$ cat config.mk
export PLATFORM = sky130hd
export DESIGN_NAME = timer_bank
export DESIGN_NICKNAME = d
export VERILOG_FILES = /design/src/rtl/timer_pkg.sv /design/src/rtl/timer_channel.sv /design/src/rtl/timer_bank.sv
export SDC_FILE = /design/constraint.sdc
export NUM_CORES = 1
export LEC_CHECK = 0
export CAP_MARGIN = 15
export CORE_MARGIN = 4
export CORE_UTILIZATION = 40
export DETAILED_ROUTE_END_ITERATION = 16
export PLACE_DENSITY = 0.66
export SYNTH_ARGS = -nofsm -noshare
export SYNTH_HDL_FRONTEND = slang
export SYNTH_SLANG_ARGS = --single-unit
$ cat constraint.sdc
create_clock -name clk -period 14.5 [get_ports clk]
set_input_delay 2.9 -clock clk [delete_from_list [all_inputs] [get_ports clk]]
set_output_delay 2.9 -clock clk [all_outputs]
set_load 0.01 [all_outputs]
$ cat src/rtl/timer_pkg.sv
// Shared register map, CTRL bit layout and ID constants for the timer_bank peripheral.
package timer_pkg;

    localparam int unsigned ChStride = 16;

    // Enum value is the register's byte offset within a channel block, divided by 4.
    typedef enum logic [1:0] {
        RegCtrl   = 2'd0,
        RegThresh = 2'd1,
        RegCount  = 2'd2,
        RegEvents = 2'd3
    } ch_reg_e;

    localparam logic [7:0] OffPresc = 8'h80;
    localparam logic [7:0] OffId    = 8'h84;

    localparam int unsigned CtrlW       = 3;
    localparam int unsigned CtrlEn      = 0;
    localparam int unsigned CtrlOneshot = 1;
    localparam int unsigned CtrlIrqEn   = 2;

    localparam logic [15:0] IdMagic = 16'h7100;

    function automatic logic [31:0] id_value(input int unsigned n_ch, input int unsigned cnt_w);
        logic [31:0] n;
        logic [31:0] w;
        n = n_ch;
        w = cnt_w;
        return {IdMagic, n[7:0], w[7:0]};
    endfunction

endpackage

$ cat src/rtl/timer_channel.sv
// One timer channel: CTRL, THRESH, COUNT, event counter and sticky pending flag.
module timer_channel
    import timer_pkg::*;
#(
    parameter int unsigned      CNT_W      = 32,
    parameter int unsigned      EVW        = 31,
    parameter logic [CNT_W-1:0] THRESH_RST = CNT_W'(32'h0001_0000)
) (
    input  logic             clk,
    input  logic             rst,
    input  logic             tick,
    input  logic             wr_ctrl,
    input  logic             wr_thresh,
    input  logic             wr_count,
    input  logic             wr_events,
    input  logic [CNT_W-1:0] wdata,
    output logic [CtrlW-1:0] ctrl,
    output logic [CNT_W-1:0] thresh,
    output logic [CNT_W-1:0] count,
    output logic [EVW-1:0]   events,
    output logic             pending,
    output logic             irq
);

    logic [CtrlW-1:0] ctrl_q, ctrl_d;
    logic [CNT_W-1:0] thresh_q, thresh_d;
    logic [CNT_W-1:0] count_q, count_d;
    logic [EVW-1:0]   events_q, events_d;
    logic             pending_q, pending_d;

    logic run, thr_zero, fire;

    // A COUNT write swallows the tick for this edge, including any event it would raise.
    assign run      = tick && ctrl_q[CtrlEn] && !wr_count;
    assign thr_zero = (thresh_q == '0);
    assign fire     = run && !thr_zero && (count_q >= thresh_q);

    always_comb begin
        ctrl_d    = ctrl_q;
        thresh_d  = thresh_q;
        count_d   = count_q;
        events_d  = events_q;
        pending_d = pending_q;

        if (wr_thresh) begin
            thresh_d = wdata;
        end

        if (wr_count) begin
            count_d = '0;
        end else if (run) begin
            count_d = (thr_zero || fire) ? '0 : count_q + CNT_W'(1);
        end

        if (wr_events) begin
            events_d  = '0;
            pending_d = 1'b0;
        end else if (fire) begin
            events_d  = events_q + EVW'(1);
            pending_d = 1'b1;
        end

        // A CTRL write overrides the one-shot auto-disable on the same edge.
        if (wr_ctrl) begin
            ctrl_d = wdata[CtrlW-1:0];
        end else if (fire && ctrl_q[CtrlOneshot]) begin
            ctrl_d[CtrlEn] = 1'b0;
        end
    end

    always_ff @(posedge clk or posedge rst) begin
        if (rst) begin
            ctrl_q    <= '0;
            thresh_q  <= THRESH_RST;
            count_q   <= '0;
            events_q  <= '0;
            pending_q <= 1'b0;
        end else begin
            ctrl_q    <= ctrl_d;
            thresh_q  <= thresh_d;
            count_q   <= count_d;
            events_q  <= events_d;
            pending_q <= pending_d;
        end
    end

    assign ctrl    = ctrl_q;
    assign thresh  = thresh_q;
    assign count   = count_q;
    assign events  = events_q;
    assign pending = pending_q;
    assign irq     = pending_q && ctrl_q[CtrlIrqEn];

endmodule

$ cat src/rtl/timer_bank.sv
// Memory-mapped bank of timer channels sharing one prescaler; holds decode and read mux.
module timer_bank
    import timer_pkg::*;
#(
    parameter int unsigned N_CH       = 2,
    parameter int unsigned CNT_W      = 32,
    parameter logic [31:0] BASE_ADDR  = 32'hFFFF_F100,
    parameter logic [31:0] THRESH_RST = 32'h0001_0000
) (
    input  logic            clk,
    input  logic            rst,
    input  logic [31:0]     addr,
    input  logic            we,
    input  logic [31:0]     wdata,
    output logic [31:0]     rdata,
    output logic [N_CH-1:0] irq
);

    // At full width bit 31 of EVENTS is the pending flag, leaving 31 bits of count.
    localparam int unsigned EVW     = (CNT_W == 32) ? 31 : CNT_W;
    localparam int unsigned CH_SPAN = N_CH * ChStride;

    logic       hit, ch_space;
    logic [7:0] off;
    logic [2:0] ch_sel;
    ch_reg_e    reg_sel;

    assign off      = {addr[7:2], 2'b00};
    assign hit      = (addr[31:8] == BASE_ADDR[31:8]);
    assign ch_space = hit && (32'(off) < CH_SPAN);
    assign ch_sel   = off[6:4];
    assign reg_sel  = ch_reg_e'(off[3:2]);

    logic [CNT_W-1:0] cw;
    assign cw = wdata[CNT_W-1:0];

    logic [CNT_W-1:0] presc_q, pcnt_q;
    logic             presc_wr, tick;

    assign presc_wr = we && hit && (off == OffPresc);
    assign tick     = (pcnt_q == presc_q);

    always_ff @(posedge clk or posedge rst) begin
        if (rst) begin
            presc_q <= '0;
            pcnt_q  <= '0;
        end else if (presc_wr) begin
            presc_q <= cw;
            pcnt_q  <= '0;
        end else if (tick) begin
            pcnt_q <= '0;
        end else begin
            pcnt_q <= pcnt_q + CNT_W'(1);
        end
    end

    logic [CtrlW-1:0] ch_ctrl   [N_CH];
    logic [CNT_W-1:0] ch_thresh [N_CH];
    logic [CNT_W-1:0] ch_count  [N_CH];
    logic [EVW-1:0]   ch_events [N_CH];
    logic [N_CH-1:0]  ch_pending;

    for (genvar i = 0; i < N_CH; i++) begin : g_ch
        logic sel;
        assign sel = we && ch_space && (ch_sel == 3'(i));

        timer_channel #(
            .CNT_W      (CNT_W),
            .EVW        (EVW),
            .THRESH_RST (THRESH_RST[CNT_W-1:0])
        ) u_ch (
            .clk       (clk),
            .rst       (rst),
            .tick      (tick),
            .wr_ctrl   (sel && (reg_sel == RegCtrl)),
            .wr_thresh (sel && (reg_sel == RegThresh)),
            .wr_count  (sel && (reg_sel == RegCount)),
            .wr_events (sel && (reg_sel == RegEvents)),
            .wdata     (cw),
            .ctrl      (ch_ctrl[i]),
            .thresh    (ch_thresh[i]),
            .count     (ch_count[i]),
            .events    (ch_events[i]),
            .pending   (ch_pending[i]),
            .irq       (irq[i])
        );
    end

    always_comb begin
        rdata = '0;
        if (!rst && hit) begin
            if (ch_space) begin
                for (int i = 0; i < N_CH; i++) begin
                    if (ch_sel == 3'(i)) begin
                        unique case (reg_sel)
                            RegCtrl:   rdata = 32'(ch_ctrl[i]);
                            RegThresh: rdata = 32'(ch_thresh[i]);
                            RegCount:  rdata = 32'(ch_count[i]);
                            RegEvents: rdata = {ch_pending[i], 31'(ch_events[i])};
                        endcase
                    end
                end
            end else if (off == OffPresc) begin
                rdata = 32'(presc_q);
            end else if (off == OffId) begin
                rdata = id_value(N_CH, CNT_W);
            end
        end
    end

    logic unused_bits;
    assign unused_bits = ^{addr[1:0], wdata};

endmodule

==> results by stage <==
Floorplan:
- Once the floorplan was initialized, standard cells occupied 40.6% of the core.
- Row generation in the floorplan step produced 74 rows.
- The die area is 45,000 sq um.
- In this run the vertical extent of the chip is 212 um.
- 101 I/O pins were placed.
- After floorplanning, the core was sized to cover 41,000 sq um.
- The floorplan die width is 212 um.

Yosys:
- The per-instance average area after synthesis is 9.23 sq um.
- In the post-synthesis netlist, the cell with the most instances is dfrtp_1.
- In this run the biggest area consumer among cell types represents 39.1% of the synthesized area.
- Counting flops with an async set or reset pin after synthesis yields a share of 100%.
- The total standard cell area after synthesis is 16,700 sq um.
- Yosys mapped a number of flops with a built-in enable equal to 0.
- The prevailing post-synth register cell is dfrtp_1.
- Sorting the synthesized cells by how often they occur yields dfrtp_1, nand2_1, mux2_2.
- After synthesis, flip-flops and latches occupy 39.4% of the total area.
- After synthesis the netlist holds a flip-flop and latch count of 262.
- The synthesized design spends more area on one cell type than any other, namely dfrtp_1.
- Synthesis produced 1,805 cells.
- The net count after synthesis is 1,941.
- The number of different library cells used by synthesis comes to 72.
- Sorting the synthesized cells by area gives the leading types as dfrtp_1, mux2_2, ha_1, nand3_1, a22oi_1.
- Yosys printed 0 warnings.

CTS:
- The post-cts hold buffer count is 0.
- TritonCTS built the clock tree.
- Clock-pin slew was measured on the worst setup and hold paths at 0.06 ns.
- After clock tree synthesis, the setup repair step added 0 buffers.
- The number of buffers inserted during clock tree synthesis is 31.
- Counting every sink on the clock net gives 262.
- The count of instances resized after the clock tree is built is 0.
- CTS built an H-tree with a depth of 1.
- For the worst-skew pair, the clock arrives at the later sink with an insertion delay of 0.58 ns.
- CTS placed an instance of clkbuf_16 at the clock tree root.
- The longest clock path from root to sink contains 3 buffers.

Timing:
- On the final layout, the worst clock skew is 0.0294 ns.
- The number of hold violations in the final report is 0.
- The relative slew slack is 9.13%.
- Setup violations remaining at the end of the flow were counted as 0.
- Adding up every negative setup slack in the final design gives 0 ns.
- The number of max-slew violations in the final report came to 0.
- Setup repair after global routing left no endpoint under its margin.
- The final cycle utilization of the critical path is 69.0%.
- The maximum frequency from static timing analysis is 99.9 MHz.
- For the finished layout, the period the worst path requires is 10.01 ns.
- For the pin with the worst max-slew slack, the measured transition is 1.36 ns.

GRT:
- Summed over all layers, the global routing overflow is 0.
- The number of global-route vias before repair is 14,285.
- Entering global routing, the biggest net connects 171 pins.
- The global-route total usage across every layer is 23.3%.
- The first-pass GRT wire length is 83,000 um.
- The initial antenna violation count is 2.

Worst hold path:
- The path category of the worst min-delay check is register to register.

Worst setup path:
- The critical path is of the input pin to output pin type.
- STA classifies the critical path endpoint as an output pin.
- The startpoint identified for the worst register-to-register timing path is presc_q[3]$_DFFE_PP0P_.
- The worst register-to-register path has a depth of 7.
- The worst setup path is launched from an input pin.
- The setup slack on the worst flop-to-flop path is 10.95 ns.
- The arrival time reported for the critical path endpoint is 7.11 ns.
- The maximum fanout encountered on the critical timing path is 30.
- The capturing point of the worst reg2reg path is pcnt_q[23]$_DFF_PP0_.
- The end point of the critical path is rdata[15].
- The worst endpoint required time is 11.60 ns.
- The critical path starts at addr[4].

Outcome:
- The run finished with clean final reports.

Final layout:
- The design area is 19,300 sq um.
- The post-synthesis to final-layout area growth is 15.9%.
- The share of post-route cells with drive strength above 1 is 13.9%.
- The net count of the finished layout is 1,994.

Power:
- The power density over the cells is 88.2 nW/um^2.
- The total power after layout is 1.70 mW.
- The worst-case IR drop observed on VDD is 0.0716 mV.
- Summed over all cells, the static leakage comes to 8.23 nW.

Route:
- Detailed routing inserted a total of 14,713 vias.
- In the routed layout, each cell is associated on average with a via count of 6.09.
- The detailed-routing iteration count for the pre-antenna-repair pass is 6.
- The total DRC errors in the routed layout is 0.
- Wires add up to 53,300 um.
- The DRC marker count from the first detailed-route iteration is 1,496.
- Dividing the detail-routed wire length by the instance count gives 22.0 um.
- The number of nets with antenna violations after detailed routing is 0.

Flow run:
- The count of max-cap constraint violations is 0.

Placed design:
- After detailed placement, the total cell area comes to 18,100 sq um.
- At the end of routability-driven placement, the weighted congestion stood at 0.954.
- The total of buffers placed on input and output ports is 98.
- The post-detailed-placement half-perimeter wirelength is 38,800 um.
## power breakdown
group / total [mW] / switching (mW) / internal [mW] / leakage (nW)
Clock: 0.903 / 0.338 / 0.566 / 0.561
Sequential: 0.731 / 0.000000176 / 0.731 / 3.57
Combinational: 0.0694 / 0.0463 / 0.0231 / 4.10
Total: 1.70 / 0.384 / 1.32 / 8.23
## critical path, cell delays in order
cell,delay [ns]
clkdlybuf4s50_1,0.61
or3_1,0.40
buf_4,0.26
nor3b_1,1.11
nor2b_2,0.49
buf_4,0.36
a22oi_1,0.14
nor2_1,0.23
clkdlybuf4s50_1,0.59
## per-layer routing
layer | track usage [%] | up-vias | wire, um
met2 | 36.5 | 592 | 23900
met1 | 33.1 | 7291 | 23600
met4 | 5.79 | 2 | 1430
li1 | - | 6734 | -
met5 | 0 | - | 8
met3 | 4.88 | 94 | 4360
## sequential cells by signal, indices dropped and copies added (netlist names)
signal	flops
g_ch.u_ch.count	64
g_ch.u_ch.pending	2
pcnt_q	32
g_ch.u_ch.ctrl	6
g_ch.u_ch.thresh	64
g_ch.u_ch.events	62
presc_q	32
## per-stage QoR
stage / hold WS [ns] / util, % / instances / setup WS, ns
2_1_floorplan: 0.482 / - / 1805 / 1.83
3_3_place_gp: 0.513 / 44.1 / 2355 / 4.76
3_5_place_dp: 0.519 / 44.1 / 2355 / 4.74
4_1_cts: 0.527 / 47.0 / 2413 / 4.72
5_1_grt: 0.557 / 47.1 / 2415 / 4.51
6_report: 0.530 / 47.1 / 2416 / 4.49
## kinds of logic (layout without fill, tap and decap cells)
family	Yosys count	count (layout)	synth area share (%)
AOI/OAI and AO/OA	368	368	14.1
xor gates and xnor gates	75	75	3.94
adders and majority gates	69	69	5.18
buffers and inverters	198	276	4.76
DFF	262	262	39.4
muxes	166	166	11.5
other	0	1	0
and+or+nand+nor	667	667	21.2
## cell usage in the layout (no fill, tap or decap), drive strengths merged, types with 7 or more instances in the layout
cell,n
o21ai,88
and4,16
o31ai,14
and3,33
clkbuf,39
or4,19
mux2,147
buf,24
nand3,128
o22ai,26
and2,15
a221oi,9
or3,45
o211ai,11
nor4,32
inv,100
a22oi,81
nor3,26
xor2,57
dfrtp,260
mux2i,13
ha,69
nand4,48
a21oi,99
nand2,157
bufinv,9
nor2,113
nand3b,7
clkdlybuf4s50,96
xnor2,18
## worst min path at each step
stage	start	end	slack, ns	cells after the start
2_1_floorplan	pcnt_q[0]$_DFF_PP0_	pcnt_q[0]$_DFF_PP0_	0.48	1
4_1_cts	pcnt_q[0]$_DFF_PP0_	pcnt_q[0]$_DFF_PP0_	0.53	1
3_3_place_gp	pcnt_q[0]$_DFF_PP0_	pcnt_q[0]$_DFF_PP0_	0.51	1
6_report	pcnt_q[0]$_DFF_PP0_	pcnt_q[0]$_DFF_PP0_	0.53	1
3_5_place_dp	pcnt_q[0]$_DFF_PP0_	pcnt_q[0]$_DFF_PP0_	0.52	1
5_1_grt	pcnt_q[0]$_DFF_PP0_	pcnt_q[0]$_DFF_PP0_	0.56	1
## layout make-up
| type | instances | area, sq um |
|---|---|---|
| Clock buffer | 39 | 826 |
| Multi-Input combinational cell | 1345 | 9350 |
| Antenna cell | 1 | 2.50 |
| Timing Repair Buffer | 120 | 1180 |
| Clock inverter | 19 | 350 |
| Tap cell | 532 | 666 |
| Inverter | 98 | 375 |
| Fill cell | 3842 | 21700 |
| Sequential cell | 262 | 6560 |
(Power assumes the default switching activity.)
